## config.mk

```make
export PLATFORM = sky130hd
export DESIGN_NAME = ps2_frame_rx
export DESIGN_NICKNAME = d
export VERILOG_FILES = /design/src/rtl/ps2_frame_rx.sv
export SDC_FILE = /design/constraint.sdc
export NUM_CORES = 1
export LEC_CHECK = 0
export CELL_PAD_IN_SITES_DETAIL_PLACEMENT = 0
export CELL_PAD_IN_SITES_GLOBAL_PLACEMENT = 1
export CORE_MARGIN = 4
export CORE_UTILIZATION = 35
export CTS_CLUSTER_SIZE = 20
export DETAILED_ROUTE_END_ITERATION = 6
export PLACE_DENSITY_LB_ADDON = 0.2
export SLEW_MARGIN = 30
export SYNTH_ARGS = -nofsm -noshare
export SYNTH_HDL_FRONTEND = slang
export SYNTH_SLANG_ARGS = --single-unit
```

## constraint.sdc

```tcl
create_clock -name clk -period 4.4 [get_ports clk]
set_input_delay 0.66 -clock clk [delete_from_list [all_inputs] [get_ports clk]]
set_output_delay 0.66 -clock clk [all_outputs]
set_load 0.005 [all_outputs]
```

## src/rtl/ps2_frame_rx.sv

```systemverilog
// PS/2 device-to-host frame receiver.
// Synchronises the raw ps2_clk/ps2_data pins and assembles 11-bit frames:
// start, 8 data bits LSB first, odd parity, stop. E0/F0 prefix bytes are
// folded into the ext/break flags of the following key event.
// Ports:
//   clk, rst_n           system clock, synchronous active-low reset
//   ena                  design enable; low forces idle
//   ps2_clk, ps2_data    raw asynchronous PS/2 pins
//   key_valid            one-cycle strobe, new event on key_code/key_break/key_ext
//   key_code             received scancode byte
//   key_break, key_ext   event was preceded by F0 / E0
//   frame_err            one-cycle strobe on start/parity/stop error or timeout
//   busy                 high while a frame is being received
module ps2_frame_rx #(
    parameter int unsigned TIMEOUT_CYCLES = 20000,
    parameter int unsigned SYNC_STAGES    = 2
) (
    input  logic       clk,
    input  logic       rst_n,
    input  logic       ena,
    input  logic       ps2_clk,
    input  logic       ps2_data,
    output logic       key_valid,
    output logic [7:0] key_code,
    output logic       key_break,
    output logic       key_ext,
    output logic       frame_err,
    output logic       busy
);

    localparam int unsigned TW         = $clog2(TIMEOUT_CYCLES + 1);
    localparam int unsigned FRAME_BITS = 11;
    localparam int unsigned CW         = 4;

    typedef enum logic [1:0] {
        IDLE,
        SHIFT,
        CHECK
    } state_t;

    state_t                 state;
    logic [SYNC_STAGES-1:0] clk_sync;
    logic [SYNC_STAGES-1:0] data_sync;
    logic                   clk_prev;
    logic                   clk_s;
    logic                   data_s;
    logic                   fall;
    logic [FRAME_BITS-1:0]  shreg;
    logic [CW-1:0]          bit_cnt;
    logic [TW-1:0]          tcnt;
    logic                   ext_pending;
    logic                   brk_pending;
    logic [7:0]             rx_byte;
    logic                   frame_ok;

    assign clk_s    = clk_sync[SYNC_STAGES-1];
    assign data_s   = data_sync[SYNC_STAGES-1];
    assign fall     = clk_prev & ~clk_s;
    assign rx_byte  = shreg[8:1];
    // Start low, stop high, odd parity over data plus parity bit.
    assign frame_ok = ~shreg[0] & shreg[10] & (^shreg[9:1]);

    // Input synchronisers and edge-detect history; idle bus is high.
    // These keep running while ena is low so a stale level never looks like an edge.
    always_ff @(posedge clk) begin
        if (!rst_n) begin
            clk_sync  <= '1;
            data_sync <= '1;
            clk_prev  <= 1'b1;
        end else begin
            clk_sync  <= {clk_sync[SYNC_STAGES-2:0], ps2_clk};
            data_sync <= {data_sync[SYNC_STAGES-2:0], ps2_data};
            clk_prev  <= clk_s;
        end
    end

    // Frame FSM, prefix tracking and registered outputs.
    always_ff @(posedge clk) begin
        if (!rst_n) begin
            state       <= IDLE;
            shreg       <= '0;
            bit_cnt     <= '0;
            tcnt        <= '0;
            ext_pending <= 1'b0;
            brk_pending <= 1'b0;
            key_valid   <= 1'b0;
            key_code    <= 8'h00;
            key_break   <= 1'b0;
            key_ext     <= 1'b0;
            frame_err   <= 1'b0;
            busy        <= 1'b0;
        end else begin
            key_valid <= 1'b0;
            frame_err <= 1'b0;
            if (!ena) begin
                state       <= IDLE;
                bit_cnt     <= '0;
                tcnt        <= '0;
                ext_pending <= 1'b0;
                brk_pending <= 1'b0;
                busy        <= 1'b0;
            end else begin
                case (state)
                    IDLE: begin
                        tcnt <= '0;
                        if (fall) begin
                            shreg[0] <= data_s;
                            bit_cnt  <= CW'(1);
                            busy     <= 1'b1;
                            state    <= SHIFT;
                        end
                    end

                    SHIFT: begin
                        if (fall) begin
                            shreg[bit_cnt] <= data_s;
                            bit_cnt        <= bit_cnt + CW'(1);
                            tcnt           <= '0;
                            if (bit_cnt == CW'(FRAME_BITS - 1)) begin
                                state <= CHECK;
                            end
                        end else if (tcnt == TW'(TIMEOUT_CYCLES - 1)) begin
                            // This cycle makes TIMEOUT_CYCLES without a fall: abort.
                            state       <= IDLE;
                            bit_cnt     <= '0;
                            tcnt        <= '0;
                            busy        <= 1'b0;
                            frame_err   <= 1'b1;
                            ext_pending <= 1'b0;
                            brk_pending <= 1'b0;
                        end else begin
                            tcnt <= tcnt + TW'(1);
                        end
                    end

                    CHECK: begin
                        state   <= IDLE;
                        bit_cnt <= '0;
                        tcnt    <= '0;
                        busy    <= 1'b0;
                        if (frame_ok) begin
                            if (rx_byte == 8'hE0) begin
                                ext_pending <= 1'b1;
                            end else if (rx_byte == 8'hF0) begin
                                brk_pending <= 1'b1;
                            end else begin
                                key_code    <= rx_byte;
                                key_break   <= brk_pending;
                                key_ext     <= ext_pending;
                                key_valid   <= 1'b1;
                                ext_pending <= 1'b0;
                                brk_pending <= 1'b0;
                            end
                        end else begin
                            frame_err   <= 1'b1;
                            ext_pending <= 1'b0;
                            brk_pending <= 1'b0;
                        end
                        // A fall here is the start bit of the next frame.
                        if (fall) begin
                            shreg[0] <= data_s;
                            bit_cnt  <= CW'(1);
                            busy     <= 1'b1;
                            state    <= SHIFT;
                        end
                    end

                    default: state <= IDLE;
                endcase
            end
        end
    end

endmodule
```

==> results.py <==
metrics = {
    "synthesis": {
        "yosysSeqAreaShare": 0.407,
        "synth.most_common_cell": "dfxtp_1",
        "yosys_warnings": 0,
        "synth_area_leaders": "dfxtp_1 41%, ha_1 6.9%, nand2_1 6.2%, nand3_1 5.1%, nor2_1 3.4%",
        "yosys_register_bits": 52,
        "avgSynthCellArea_sq_um": 8.46,
        "synthTopCellsByCount": "52 x dfxtp_1, 42 x nand2_1, 26 x nand3_1",
        "synth_edf_count": 0,
        "synth_cell_type_count": 43,
        "synthArstFlopShare": 0,
        "synth_top_area_frac": 0.407,
        "synth_flop_cell": "dfxtp_1",
        "synth_nets": 321,
        "syn_inst": 302,
        "synth.cell_area_sq_mm": 0.00255,
        "yosysTopAreaCell": "dfxtp_1",
    },
    "timing": {
        "setup_viol": 0,
        "fmax_ghz": 0.406,
        "skew_ns": 0.00724,
        "period_needed_ns": 2.46,
        "hold_viol": 0,
        "period_share": 0.559,
        "rsz0062_at_grt": "no",
        "drv_slew": 0,
        "tightest_slew_ns": 0.762,
        "tns_ns": 0,
        "slew_headroom": 0.489,
    },
    "clock_network": {
        "cts_root_buf": "clkbuf_8",
        "clkLatencyLatePin_ns": 0.30,
        "cts_hold_buf": 0,
        "cts_resized": 0,
        "cts_buffers": 5,
        "numClockSinks": 52,
        "cts_tree": "done",
        "cts.clk_slew.worst_paths_ns": 0.09,
        "cts_post_setup_buffers_inserted": 0,
        "h-tree-depth": 2,
        "cts_buffer_depth": 2,
    },
    "floorplan": {
        "rows": 30,
        "core_sq_mm": 0.00694,
        "start_util": 0.368,
        "dieArea_sq_mm": 0.00873,
        "fp.dieH_microns": 93.4,
        "io_pins": 18,
        "die_w_microns": 93.4,
    },
    "worst_setup_path": {
        "worstPathRequired_ns": 4.56,
        "worst_setup_path_start_kind": "register",
        "crit_top_cell": "nor2_1",
        "r2r_start": "tcnt[8]$_SDFFE_PN0N_",
        "cp_max_fo": 11,
        "cp.arrival_ns": 2.62,
        "reg2reg_slack_ns": 1.94,
        "path_cells": "or4b_4 -> nor4_4 -> nor2_1 -> o21ai_1 -> nor2_1",
        "critPathCaptureType": "register",
        "cp_slowest_cell": "o21ai_1",
        "critPathKind": "register to register",
        "cpPeakStageDelay_ns": 0.63,
        "crit_start": "tcnt[8]$_SDFFE_PN0N_",
    },
    "final_layout": {
        "final_nets": 334,
        "fill_cells": 724,
        "drive_above_1_share": 0.0508,
        "regArea_sq_mm": 0.00104,
        "syn2layout_area_growth_pct": 15.3,
        "postLayoutCellArea_sq_mm": 0.00295,
        "n_antenna_cell": 0,
        "multi_input_area_sq_mm": 0.00143,
    },
    "detailed_routing": {
        "drtIter0Drc": 86,
        "vias_per_cell": 5.01,
        "drc_errors": 0,
        "dr.pass1.iters": 4,
        "avgRoutedWirePerCell_microns": 13.3,
        "ant_nets": 0,
        "vias": 2060,
        "postRouteWirelength_microns": 5450,
    },
    "pwr": {
        "p_per_area_mw_per_mm2": 302,
        "peakVddDrop_mv": 0.101,
        "p_leak_nw": 0.991,
    },
    "global_route": {
        "overflow": 0,
        "grt_usage": 0.133,
        "antenna_found_initial": 0,
        "grt_start_max_net_pins": 28,
        "grt_pass1_wl_microns": 9240,
        "grt_pass1_vias": 1987,
    },
    "worst_hold_path": {
        "hold_path.class": "register to register",
        "hold_start": "data_sync[0]$_SDFF_PN1_",
    },
    "job": {
        "maxCapViolations": 0,
    },
    "place": {
        "dpl_cell_area_sq_mm": 0.00281,
        "dp_hpwl_microns": 4070,
        "gp_congestion": 0.754,
        "port_buffers": 17,
    },
    "outcome": {
        "status": "finished clean",
    },
}
path summary, 6_finish.rpt:
path	cells past startpoint	to
max	5	tcnt[8]$_SDFFE_PN0N_
min	1	data_sync[1]$_SDFF_PN1_
max reg2reg	5	tcnt[8]$_SDFFE_PN0N_
min reg2reg	1	data_sync[1]$_SDFF_PN1_
per-layer routing:
| layer | wire [microns] | up-vias | track usage |
|---|---|---|---|
| met5 | 0 | - | 0 |
| met3 | 146 | 9 | 0.0265 |
| met4 | 89 | 0 | 0.0476 |
| met1 | 2490 | 945 | 0.160 |
| met2 | 2720 | 35 | 0.232 |
| li1 | - | 1071 | - |
logic make-up (layout without fill, tap and decap cells):
kind of cell / Yosys count / count (layout) / share of synthesized area
AO/OA/AOI/OAI: 48 / 48 / 0.124
XOR/XNOR: 14 / 14 / 0.0534
adder cells (fa/ha/maj): 14 / 14 / 0.0686
buffers and inverters: 24 / 37 / 0.0357
flip-flops: 52 / 52 / 0.407
multiplexers: 5 / 5 / 0.0196
AND/OR/NAND/NOR: 145 / 145 / 0.291
report_power, final:
group | internal [mW] | switching (mW)
clock network | 0.224 | 0.156
logic | 0.0132 | 0.0195
registers | 0.474 | 0.00347
total | 0.711 | 0.179
final cells by class:
cell class / count / share of cell area
multi-input cells: 226 / 0.487
repair buffers: 18 / 0.0603
flip-flops and latches: 52 / 0.353
clock inverters: 2 / 0.0204
clock buffers: 5 / 0.0234
well taps: 96 / 0.0408
inverters: 12 / 0.0153
critical path: cells and delay by family (launching register included):
| family | cells | cell delay (ns) |
|---|---|---|
| AO/OA/AOI/OAI | 1 | 0.63 |
| flip-flops | 1 | 0.35 |
| AND/OR/NAND/NOR | 4 | 1.34 |
placed cells by master, fill, tap and decap left out, types with 8 or more instances in the layout:
cell	synthesis	routed
dfxtp_1	52	52
nand2_1	42	42
nand3_1	26	26
nor2_1	23	23
clkdlybuf4s50_1	0	17
o21ai_0	15	15
ha_1	14	14
inv_1	12	12
xor2_1	9	9
nor3_1	10	9
a21oi_1	9	9
nand2b_1	8	8
a21boi_0	8	8
metrics by stage:
step	hold WS, ns	utilization	power [mW]	instances	worst slack, ns
floorplan	0.386	-	0.509	302	2.34
global placement	0.408	0.405	0.521	404	1.86
detailed placement	0.397	0.405	0.521	404	1.81
CTS	0.431	0.423	0.904	411	1.88
global route	0.446	0.424	0.924	411	1.74
finish	0.425	0.424	0.890	411	1.94
flip-flops by register name, summed over array words and instances, names as in the netlist:
| signal | count |
|---|---|
| tcnt | 15 |
| shreg | 11 |
| key_code | 8 |
| bit_cnt | 4 |
| clk_sync | 2 |
| data_sync | 2 |
| state | 2 |
| brk_pending | 1 |
| busy | 1 |
| clk_prev | 1 |
| ext_pending | 1 |
| frame_err | 1 |
| key_break | 1 |
| key_ext | 1 |
| key_valid | 1 |
No activity file was read; power rests on OpenSTA's default activity.
